**config.mk**
```make
export PLATFORM = sky130hd
export DESIGN_NAME = pack_tx
export DESIGN_NICKNAME = d
export VERILOG_FILES = /design/src/rtl/pack_tx.sv
export SDC_FILE = /design/constraint.sdc
export NUM_CORES = 1
export LEC_CHECK = 0
export BUFFER_PORTS_ARGS = -buffer_cell sky130_fd_sc_hd__buf_2
export CORE_UTILIZATION = 40
export DETAILED_ROUTE_END_ITERATION = 8
export HOLD_SLACK_MARGIN = 0.1
export PLACE_DENSITY = 0.6
export REMOVE_ABC_BUFFERS = 1
export SLEW_MARGIN = 40
export SYNTH_ARGS = -nofsm -noshare
export SYNTH_HDL_FRONTEND = slang
export SYNTH_SLANG_ARGS = --single-unit
```
**constraint.sdc**
```tcl
create_clock -name sys_clk -period 1.7 [get_ports sys_clk]
set_input_delay 0.085 -clock sys_clk [delete_from_list [all_inputs] [get_ports sys_clk]]
set_output_delay 0.085 -clock sys_clk [all_outputs]
set_load 0.03 [all_outputs]
```
**src/rtl/pack_tx.sv**
```systemverilog
// pack_tx: UART transmitter that sends one 13-bit value as two back-to-back 8N1 frames,
// low byte first (data[7:0]), then high byte ({tag, data[12:8]}).
//
// Parameters:
//   UART_BPS  - serial baud rate (default 115200)
//   CLK_FREQ  - sys_clk frequency in Hz (default 50_000_000)
// Ports:
//   sys_clk   - system clock
//   sys_rst_n - asynchronous active-low reset
//   in_data   - 13-bit value to transmit, latched on accept
//   in_valid  - in_data is valid
//   in_ready  - block is idle and can accept a value
//   busy      - a two-byte packet is in progress
//   tx_done   - one-cycle pulse when the packet completes
//   tx        - registered serial output, idles high
// Build option:
//   PACK_TX_TAG_EN - when defined, byte1[7:5] carries the packet marker 3'b101,
//                    otherwise 3'b000.

module pack_tx #(
   parameter int unsigned UART_BPS = 115200,
   parameter int unsigned CLK_FREQ = 50_000_000
) (
   input  logic        sys_clk,
   input  logic        sys_rst_n,
   input  logic [12:0] in_data,
   input  logic        in_valid,
   output logic        in_ready,
   output logic        busy,
   output logic        tx_done,
   output logic        tx
);

   localparam int unsigned BAUD_CNT_MAX = CLK_FREQ / UART_BPS;
   localparam logic [12:0] BaudLast     = 13'(BAUD_CNT_MAX - 1);

`ifdef PACK_TX_TAG_EN
   localparam logic [2:0] Tag = 3'b101;
`else
   localparam logic [2:0] Tag = 3'b000;
`endif

   typedef enum logic [1:0] {StIdle, StStart, StData, StStop} state_e;

   state_e      state_q, state_d;
   logic [12:0] baud_cnt_q, baud_cnt_d;
   logic [12:0] shadow_q, shadow_d;
   logic        byte_sel_q, byte_sel_d;
   logic [2:0]  bit_idx_q, bit_idx_d;
   logic        tx_q, tx_d;
   logic        tx_done_q, tx_done_d;

   logic [7:0]  cur_byte;
   logic [2:0]  bit_nxt;
   logic        baud_wrap;

   always_comb begin
      cur_byte  = byte_sel_q ? {Tag, shadow_q[12:8]} : shadow_q[7:0];
      bit_nxt   = bit_idx_q + 3'd1;
      baud_wrap = (baud_cnt_q == BaudLast);
   end

   // tx is loaded one bit ahead at each baud wrap so the pin comes straight from a flop.
   always_comb begin
      state_d    = state_q;
      baud_cnt_d = baud_cnt_q;
      shadow_d   = shadow_q;
      byte_sel_d = byte_sel_q;
      bit_idx_d  = bit_idx_q;
      tx_d       = tx_q;
      tx_done_d  = 1'b0;

      if (state_q != StIdle) begin
         baud_cnt_d = baud_wrap ? 13'd0 : baud_cnt_q + 13'd1;
      end

      case (state_q)
         StIdle: begin
            baud_cnt_d = 13'd0;
            tx_d       = 1'b1;
            if (in_valid) begin
               shadow_d   = in_data;
               byte_sel_d = 1'b0;
               state_d    = StStart;
               tx_d       = 1'b0;
            end
         end
         StStart: begin
            if (baud_wrap) begin
               state_d   = StData;
               bit_idx_d = 3'd0;
               tx_d      = cur_byte[0];
            end
         end
         StData: begin
            if (baud_wrap) begin
               if (bit_idx_q == 3'd7) begin
                  state_d = StStop;
                  tx_d    = 1'b1;
               end else begin
                  bit_idx_d = bit_nxt;
                  tx_d      = cur_byte[bit_nxt];
               end
            end
         end
         StStop: begin
            if (baud_wrap) begin
               if (!byte_sel_q) begin
                  // Second frame starts immediately, no idle gap.
                  byte_sel_d = 1'b1;
                  state_d    = StStart;
                  tx_d       = 1'b0;
               end else begin
                  state_d   = StIdle;
                  tx_done_d = 1'b1;
                  tx_d      = 1'b1;
               end
            end
         end
         default: begin
            state_d = StIdle;
            tx_d    = 1'b1;
         end
      endcase
   end

   always_ff @(posedge sys_clk or negedge sys_rst_n) begin
      if (!sys_rst_n) begin
         state_q    <= StIdle;
         baud_cnt_q <= 13'd0;
         shadow_q   <= 13'd0;
         byte_sel_q <= 1'b0;
         bit_idx_q  <= 3'd0;
         tx_q       <= 1'b1;
         tx_done_q  <= 1'b0;
      end else begin
         state_q    <= state_d;
         baud_cnt_q <= baud_cnt_d;
         shadow_q   <= shadow_d;
         byte_sel_q <= byte_sel_d;
         bit_idx_q  <= bit_idx_d;
         tx_q       <= tx_d;
         tx_done_q  <= tx_done_d;
      end
   end

   assign in_ready = (state_q == StIdle);
   assign busy     = ~in_ready;
   assign tx_done  = tx_done_q;
   assign tx       = tx_q;

endmodule

```
* After elaboration in Yosys (flattened, before gate mapping)
Cells that the tools add are included.
** Operators by class
- Add/sub/neg operators :: 2
- Magnitude comparators :: 1
- Eq/ne operators :: 11
- Mux-type cells :: 29
- Bitwise logic cells :: 1
- Reduce and logical (&&, ||, !) cells :: 10
** Operators by type and width (count)
- two-way mux 13 bit :: 3
- adder 13 x 1 -> 13 bit (second input constant) :: 1
- equality test 13 x 9 -> 1 bit (second input constant) :: 1
- two-way mux 1 bit :: 12
- != test 2 bit (second input constant) :: 6
- two-way mux 2 bit :: 5
- two-way mux 3 bit :: 3
- two-way mux 8 bit :: 1
- case mux 2 bit (4 select lines) :: 1
- nonzero test 2 bit :: 4
- case mux 3 bit (2 select lines) :: 1
- AND reduction 3 bit :: 2
- AND reduction 5 bit :: 1
- equality test 2 bit (second input constant) :: 2
- less-than comparator 3 x 4 -> 1 bit (second input constant) :: 1
- case mux 1 bit (4 select lines) :: 1
- AND reduction 4 bit :: 1
- adder 3 x 1 -> 3 bit (second input constant) :: 1
- binary-select mux 1 bit (select 3 bit) :: 1
- equality test 3 bit (second input constant) :: 1
- equality test 2 x 1 -> 1 bit (second input constant) :: 1
- zero test 2 bit :: 1
- case mux 1 bit (2 select lines) :: 1
- AND reduction 2 bit :: 1
- NOT 1 bit :: 1
** Storage, ports and cells
- Bits in registers :: 34
- Input port bits :: 16
- Output and inout bits :: 4
- Logic and storage cells :: 61

* Logic depth before layout (Yosys ltp)
- Word-level depth :: 6
- Depth in mapped cells :: 7
- Mapped depth without buffers :: 6

* Worst setup path before layout
No wires, ideal clock.
- Path kind :: reg-to-reg
- Start :: register state_q[0]
- End :: register shadow_q[10]
- Library setup time :: 0.125 ns
- Data arrival time :: 1.642 ns
- Required time :: 1.575 ns
- Path slack :: -0.066 ns
- Stages on the path, launching flop included :: 6
- Path buffers :: 1
- Clock period less this slack :: 1.766 ns
- Cell sequence :: dfrtp_1 -> inv_1 -> ha_1 -> nand2_1 -> buf_2 -> mux2_2
** On the way
- Longest elaborated chain between the ends :: 2
** RTL lines
- start: declaration :: RTL line 45 : state_e state_q, state_d;
- start signal: assignment :: RTL line 129 : state_q <= StIdle;
- start signal: assignment :: RTL line 137 : state_q <= state_d;
- zero test 2 bit
- named net in_ready :: RTL line 28 : output logic in_ready,
- AND reduction 2 bit (no line)
- end signal: assignment :: RTL line 139 : shadow_q <= shadow_d;
- end: declaration :: RTL line 47 : logic [12:0] shadow_q, shadow_d;
The timed path passes the listed nets, and every way through them passes these cells.
A chain may end at the register's enable or synchronous reset.

* Final worst setup path
- Start :: register baud_cnt_q[1]
- End :: register state_q[1]
** On the way
- Longest elaborated chain between the ends :: 3
- Elaborated cells on any way between the ends :: 5
- Those cells by class :: eq/ne (4); reduce/logical (1)
** RTL lines
- start: declaration :: RTL line 46 : logic [12:0] baud_cnt_q, baud_cnt_d;
- start signal: assignment :: RTL line 138 : baud_cnt_q <= baud_cnt_d;
- equality test 13 x 9 -> 1 bit * :: RTL line 60 : baud_wrap = (baud_cnt_q == BaudLast);
- != test 2 bit (no line)
- AND reduction 5 bit (no line) *
Mark *: on every way between the ends. The rest lies on a longest branch, timed or not.

==> metrics.txt <==
final cell count without fillers 270; vias per cell 5.27; port bufs 19; CTS tree yes; Iter 0 DRT Violations 73; pwr/cell area 1390 mW/mm²; drt wl/cell 14.1 µm; final count of pins violating max slew 0; slew of the pin with the lowest slew margin 437 ps; Max FO, Critical Path 4; num rows 24; Max Cap Viol 0; drt total wl 3.82 mm; die area 0.00477 mm²; Synth Instances 159; synth unique cells 47; synth warn 0; post-route cell area 0.00237 mm²; H-tree depth 2; unrepaired setup endpoints after global routing true; Remaining Overflow, GRT 0; status complete, no violations; Initial Util 0.416; Final #Nets 241; Crit. End Element flip-flop; synthesized cell area 0.00180 mm²; P&R area growth vs syn 31.7%; Pwr Total 3.30 mW; VDD IR max 0.612 mV; Cell Area, Placed 0.00208 mm²; core area 0.00432 mm²; WP data arrival 1810 ps; DRC 0; Worst Hold Class in -> reg; Async S/R FF share, synth 1.00; vias in the first global route 1465; Synth area leaders dfrtp_1 (46%), mux2_2 (8.1%), ha_1 (5.6%), nor2_1 (2.9%), mux4_2 (2.5%); Top FF cell, synth dfrtp_1; Startpoint Class flip-flop; dpl cells 243; GR Util All Layers 0.175; post-route clock skew 6.80 ps; count leader, synth dfrtp_1; Seq/Total Area, Yosys 0.474; synthesized area per cell 11.3 µm²; die width 69.0 µm; I/O pin cnt 20; post-layout utilization of the core 0.547; share of cells above drive strength 1 0.367; worst rel slew slack 0.709; fin crit period 1640 ps; final worst-path cycle share 0.966; final hold viol count 0; Detail Route Antenna Nets 0; 1st-pass router iterations 4; upper clock frequency limit 609 MHz; Static Leak 1.08 nW; commonest cells in the netlist dfrtp_1 (33), nor2_1 (14), mux2_2 (13); Synth Register Bits 34; largest net degree at the start of global routing 35; GP Congestion 0.825; fill count 374; Synth top area share 0.459; via count 1423; Final HPWL DP 2.84 mm; CTS Buf Count 5; area leader, netlist dfrtp_1; worst setup path category reg -> reg; clock-pin slew on the worst setup and hold paths 70 ps; number of flops mapped to enable cells by yosys 0; first-pass GRT wire length 6.60 mm; clk sink count 34; Crit path required time 1860 ps; Clock Path Buffers 2; Vert. Die Dim 69.0 µm; initial antenna violation count 0; clock root buffer clkbuf_8; n_diodes 0; Final Setup Violations 0; later-pin clock latency in the skew report 280 ps
==> worst paths after layout <==
| path | start | endpoint | slack (ps) | depth (start not counted) |
|---|---|---|---|---|
| worst max register to register | baud_cnt_q[1]$_DFF_PN0_ | state_q[1]$_DFFE_PN0P_ | 60 | 6 |
| worst max-delay path | baud_cnt_q[1]$_DFF_PN0_ | state_q[1]$_DFFE_PN0P_ | 60 | 6 |
| min in group asynchronous | sys_rst_n | baud_cnt_q[7]$_DFF_PN0_ | 290 | 2 |
| worst min-delay path | in_valid | byte_sel_q$_DFFE_PN0P_ | 270 | 4 |
| worst min register to register | baud_cnt_q[0]$_DFF_PN0_ | baud_cnt_q[0]$_DFF_PN0_ | 500 | 1 |
| max in group asynchronous | sys_rst_n | tx$_DFFE_PN1P_ | 1070 | 2 |
==> layer usage <==
metal	part of all wire	global-route usage	wire [µm]
met1	0.44	0.202	1690
met2	0.52	0.313	1970
met3	0.025	0.0409	96
met4	0.016	0.0612	60
met5	0	0	0
==> layout by cell type, fill, tap and decap left out, drive strengths merged, types with 2 or more instances in the layout <==
cell	count
dfrtp	33
mux4	2
xor2	5
a22o	3
inv	7
nand2	9
xnor2	4
clkbuf	7
o21ai	5
dlygate4sd3	14
a21oi	5
nor3	3
buf	42
ha	8
nor2	15
nand2b	2
nand3	5
mux2i	2
mux2	14
and4bb	2
and3	3
nand4	5
==> what timing repair did <==
action	4_1_cts	5_1_grt
pin swaps	0	3
buffers inserted	0	5
endpoints found under the hold margin	46	0
hold buffers	14	0
resized for setup	2	5
setup endpoints to repair	3	4
==> final cells by class <==
cell class,instances,area [µm²],area share
flip-flops and latches,34,853,0.360
clock buffers,7,86.3,0.0365
inverters,7,26.3,0.0111
well taps,52,65.1,0.0275
multi-input cells,113,908,0.384
clock inverters,1,5.00,0.00211
repair buffers,56,423,0.179
==> worst max-delay path, stage by stage (launching register included) <==
cell and delay [ps]:
dfrtp_1 370, inv_1 60, ha_1 140, nor4b_4 290, a31o_2 240, and2_4 150, mux2_4 290
==> registers in the layout, summed over array words and instances (netlist names) <==
name        count
baud_cnt_q     13
bit_idx_q       3
byte_sel_q      1
shadow_q       13
state_q         2
tx              1
tx_done         1
==> stage by stage <==
step	setup slack [ps]	hold WS (ps)	setup TNS, ps
floorplan	-71.8	-211	-997
global placement	54.6	193	0
detailed placement	-2.45	205	-2.45
CTS	14.9	254	0
global route	-23.2	280	-29.1
finish	57.1	272	0
==> power by group <==
group	total [mW]	internal [mW]	switching, mW
logic	1.47	0.794	0.671
registers	1.23	1.06	0.161
clock network	0.610	0.327	0.283
==> cell families (layout without fill, tap and decap cells) <==
logic type,Yosys count,in the layout,share of synthesized area
AND/OR/NAND/NOR,54,54,0.180
flip-flops,34,34,0.474
AO/OA/AOI/OAI,24,24,0.0926
multiplexers,18,18,0.126
buffers and inverters,12,71,0.0285
XOR/XNOR,9,9,0.0438
adder cells (fa/ha/maj),8,8,0.0557
(Power assumes the default switching activity.)
